$ cat config.mk
export PLATFORM = sky130hd
export DESIGN_NAME = shift_arb_ctrl
export DESIGN_NICKNAME = d
export VERILOG_FILES = /design/src/rtl/shift_arb_ctrl.sv
export SDC_FILE = /design/constraint.sdc
export NUM_CORES = 1
export LEC_CHECK = 0
export ABC_AREA = 1
export CORE_ASPECT_RATIO = 1.1
export CORE_MARGIN = 3
export CORE_UTILIZATION = 25
export DETAILED_ROUTE_END_ITERATION = 10
export DONT_BUFFER_PORTS = 1
export GPL_ROUTABILITY_DRIVEN = 0
export PLACE_DENSITY_LB_ADDON = 0.1
export SYNTH_ARGS = -nofsm -noshare
export SYNTH_HDL_FRONTEND = slang
export SYNTH_SLANG_ARGS = --single-unit
$ cat constraint.sdc
create_clock -name clk -period 3.46 [get_ports clk]
set_clock_uncertainty 0.1 [all_clocks]
set_input_delay 0.692 -clock clk [delete_from_list [all_inputs] [get_ports clk]]
set_output_delay 0.692 -clock clk [all_outputs]
set_load 0.03 [all_outputs]
$ cat src/rtl/shift_arb_ctrl.sv
// Two-requester arbiter in front of a shared combinational shifter; round-robin by default.
// Define SHIFT_ARB_FIXED_PRIO_EN to make requester 0 always win ties, which drops the last-grant register.
module shift_arb_ctrl #(
  parameter int W = 6
) (
  input  logic         clk,
  input  logic         rst,
  input  logic         req0_valid,
  input  logic [W-1:0] req0_a,
  input  logic [W-1:0] req0_b,
  output logic         req0_ready,
  input  logic         req1_valid,
  input  logic [W-1:0] req1_a,
  input  logic [W-1:0] req1_b,
  output logic         req1_ready,
  output logic [W-1:0] sh_a,
  output logic [W-1:0] sh_b,
  input  logic [W-1:0] sh_s,
  output logic         resp_valid,
  output logic         resp_id,
  output logic [W-1:0] resp_s,
  input  logic         resp_ready
);

  typedef enum logic [1:0] {IDLE, ISSUE, RESP} state_t;

  state_t       state, state_nxt;
  logic [W-1:0] lat_a, lat_b;
  logic         lat_id;
  logic         grant0, grant1, accept;

`ifndef SHIFT_ARB_FIXED_PRIO_EN
  logic         last_grant;
`endif

  // Grants are only offered in IDLE and are masked while reset is asserted
  always_comb begin
    grant0 = 1'b0;
    grant1 = 1'b0;
    if (state == IDLE && !rst) begin
`ifdef SHIFT_ARB_FIXED_PRIO_EN
      grant0 = req0_valid;
      grant1 = req1_valid && !req0_valid;
`else
      if (req0_valid && req1_valid) begin
        grant0 = last_grant;
        grant1 = !last_grant;
      end else begin
        grant0 = req0_valid;
        grant1 = req1_valid;
      end
`endif
    end
  end

  assign accept = grant0 | grant1;

  always_ff @(posedge clk or posedge rst) begin
    if (rst) state <= IDLE;
    else     state <= state_nxt;
  end

  always_comb begin
    state_nxt = state;
    case (state)
      IDLE:    if (accept) state_nxt = ISSUE;
      ISSUE:   state_nxt = RESP;
      RESP:    if (resp_ready) state_nxt = IDLE;
      default: state_nxt = IDLE;
    endcase
  end

  always_ff @(posedge clk or posedge rst) begin
    if (rst) begin
      lat_a   <= '0;
      lat_b   <= '0;
      lat_id  <= 1'b0;
      resp_s  <= '0;
      resp_id <= 1'b0;
    end else begin
      if (accept) begin
        lat_a  <= grant1 ? req1_a : req0_a;
        lat_b  <= grant1 ? req1_b : req0_b;
        lat_id <= grant1;
      end
      if (state == ISSUE) begin
        resp_s  <= sh_s;
        resp_id <= lat_id;
      end
    end
  end

`ifndef SHIFT_ARB_FIXED_PRIO_EN
  // Reset value 1 means "requester 1 went last", so requester 0 takes the first tie
  always_ff @(posedge clk or posedge rst) begin
    if (rst)         last_grant <= 1'b1;
    else if (accept) last_grant <= grant1;
  end
`endif

  assign req0_ready = grant0;
  assign req1_ready = grant1;
  assign resp_valid = (state == RESP);
  assign sh_a       = (state == ISSUE) ? lat_a : '0;
  assign sh_b       = (state == ISSUE) ? lat_b : '0;

endmodule

==> impl_metrics.csv <==
group,metric,value,unit
worst_setup_path,rr_startpoint,"state[0]",
synthesis,synth_nets,204,
pwr,p_clk_share,14.2,%
cts,cts_buffer_depth,2,
pwr,power_switching,558.0,uW
layout,num-nets-final,205,
worst_setup_path,reg2reg_depth,3,
layout,instances_no_fill,227,
worst_setup_path,cp-start-kind,"register",
detailed_routing,met2WireLength,1547,microns
timing,layout_min_cycle_time,2.452,ns
worst_setup_path,cpPeakStageDelay,0.59,ns
timing,drv_slew,0,
cts,clk_latency,0.26,ns
timing,rsz0062_at_grt,"false",
synthesis,yosys-top-cells-area,"dfrtp_1 42%, inv_1 12%, nand2_1 11%",
worst_setup_path,cp.required,2.67,ns
run,drv_cap,0,
layout,drive_gt1_share,14.20,%
synthesis,synth_area_per_cell,7.759,sq um
timing,worstMarginPinSlew,0.6087,ns
synthesis,synth_top_family_by_area,"simple AND/OR/NAND/NOR gates",
worst_setup_path,crit_arrival,1.66,ns
synthesis,synth-xor-area-share,0,%
pwr,p_leak,0.0007778,uW
die,start_util,26.05,%
cts,cts_made_buffers,3,
worst_setup_path,crit_start,"state[1]",
worst_setup_path,endpoint_kind,"output port",
global_routing,grt_start_max_net_pins,25,
synthesis,ys_top_cells_by_count,"42 x inv_1, 39 x nand2_1, 24 x nand3_1",
detailed_routing,wl_per_cell,13.55,microns
place,dpl.hpwl,2374,microns
cts,cts_max_level,1,
die,ioPinCount,57,
synthesis,yosysSeqAreaShare,43.99,%
global_routing,grt_first_pass_wirelength,4836,microns
synthesis,synthAdderAreaFrac,0,%
layout,nFillCells,556,
synthesis,ys.flop_type,"dfrtp_1",
worst_setup_path,rrSetupSlack,1.79,ns
cts,ctsResizeCount,0,
die,floorplan.die.height,81.96,microns
detailed_routing,num_vias,993,
timing,finalHoldViolCount,0,
timing,fmax,407.8,MHz
global_routing,gr-total-overflow,0,
detailed_routing,vias_per_cell,4.374,
synthesis,synthArstFlopShare,100.0,%
pwr,swShare,47.40,%
synthesis,synth_compound_area_share,3.149,%
detailed_routing,drtAntennaViolNets,0,
detailed_routing,initialDrtViolationCount,23,
pwr,ir_drop,0.1933,mV
worst_setup_path,r2r-end,"resp_s[3]",
status,status,"completed",
cts,hold_buffers,0,
global_routing,track_usage,10.42,%
place,port_buffers,0,
cts,post_cts_buffers,0,
synthesis,yosysMostFrequentCell,"inv_1",
timing,slew-limit-headroom,59.27,%
die,rows,27,
worst_setup_path,crit_chain,"inv_2 > nand2_1 > nor2_1",
detailed_routing,met1Wirelength,1277,microns
cts,clkTransAtPathRegs,0.09,ns
detailed_routing,dr.pass1.iters,4,
cts,cts-root-buf,"clkbuf_8",
pwr,p_int,619.2,uW
die,die_area,0.006151,sq mm
synthesis,yosys_warnings,0,
pwr,p_comb_share,38.2,%
worst_setup_path,cp_slowest_cell,"nor2_1",
synthesis,synth_edf_count,0,
layout,area_growth,4.580,%
synthesis,synth_cell_types,18,
global_routing,grt_antenna_before_repair,0,
cts,cts_tree,"built",
worst_setup_path,path_max_fanout,14,
die,dieWidth,75.05,microns
die,core_area,0.005034,sq mm
pwr,powerDensity,858.4,mW/mm^2
timing,fin_crit_sh,70.87,%
synthesis,synth.top_cell.area_share,41.98,%
detailed_routing,wl_met3,210,microns
synthesis,syn-cell-area,0.001311,sq mm
detailed_routing,drt_wl_total,3075,microns
cts,clock-sinks,23,
synthesis,yosys.area.top_type,"dfrtp_1",
place,dp_cells,223,
worst_setup_path,critical_path_class,"reg -> out",
synthesis,synthMuxAreaShare,5.153,%
min_path,hp-class,"in -> async",
detailed_routing,drc,0,
synthesis,postSynthCellCount,169,
pwr,seq_power_share,47.6,%
timing,tns,0,ns
global_routing,grt_pass1_vias,1042,
detailed_routing,top_layer,"met4",
layout,num_antenna_cells,0,
timing,setup-violations-final,0,
synthesis,synthSimpleGateAreaFrac,28.63,%
synthesis,ys_ff_latch,23,
## worst max-delay path, delay by kind of cell, from the launching register on
kind	cells	cell delay, ns
and+or+nand+nor	2	0.92
buffers and inverters	1	0.07
DFF	1	0.40
## layout by cell type (no fill, tap or decap), drive strengths merged
| cell | Yosys | routed |
|---|---|---|
| nor2 | 15 | 15 |
| clkinv | 0 | 1 |
| a21oi | 2 | 2 |
| nand2 | 41 | 41 |
| buf | 7 | 3 |
| dfstp | 1 | 1 |
| dfrtp | 22 | 22 |
| nand3 | 26 | 26 |
| o21ai | 4 | 4 |
| inv | 45 | 45 |
| clkbuf | 0 | 3 |
| mux2 | 6 | 6 |
## per-layer routing
layer	vias to the layer above	global-route usage (%)
met2	46	18.03
met1	451	12.39
met3	4	3.427
met5	-	0
li1	492	-
met4	0	2.313
## cell families (layout without fill, tap and decap cells)
| logic type | after synthesis | after routing |
|---|---|---|
| simple gates | 82 | 82 |
| flops | 23 | 23 |
| mux | 6 | 6 |
| buf+inv | 52 | 52 |
| compound gates | 6 | 6 |
## area by class of cell
type / instances / area, sq um / area share [%]
inverters: 45 / 168.9 / 12.32
well taps: 58 / 72.57 / 5.292
repair buffers: 3 / 22.52 / 1.642
clock buffers: 3 / 41.29 / 3.011
flip-flops and latches: 23 / 576.8 / 42.06
clock inverters: 1 / 5.005 / 0.3650
multi-input cells: 94 / 484.2 / 35.31
## per-stage QoR
stage	util [%]	instance area, sq um	setup WS, ns	hold WS [ns]	total power, uW
after floorplan	-	1311	0.6959	0.3491	975.7
after global placement	26.32	1325	1.167	0.3694	1022
after detailed placement	26.32	1325	1.151	0.3695	1033
after CTS	27.24	1371	0.9189	0.3148	1206
after global routing	27.24	1371	0.8568	0.3276	1279
final	27.24	1371	1.008	0.3056	1177
## flip-flops by register name (all words and copies together), names as in the netlist
signal,cells
last_grant,1
resp_s,6
state,2
lat_id,1
lat_b,6
resp_id,1
lat_a,6
## power groups by stage
| stage | sequential (uW) | clock [uW] | combinational, uW |
|---|---|---|---|
| 2_1_floorplan | 547 | 0 | 429 |
| 3_3_place_gp | 566 | 0 | 456 |
| 3_5_place_dp | 568 | 0 | 465 |
| 4_1_cts | 563 | 176 | 467 |
| 5_1_grt | 578 | 187 | 513 |
| 6_report | 561 | 167 | 450 |
## worst max path at each step
stage / to / slack, ns / depth (start not counted)
after floorplan: req0_ready / 0.70 / 3
after global placement: req1_ready / 1.17 / 4
after detailed placement: req1_ready / 1.15 / 4
after CTS: sh_b[4] / 0.92 / 3
after global routing: sh_b[4] / 0.86 / 3
final: sh_b[4] / 1.01 / 3
Power figures use the tool's default switching activity.
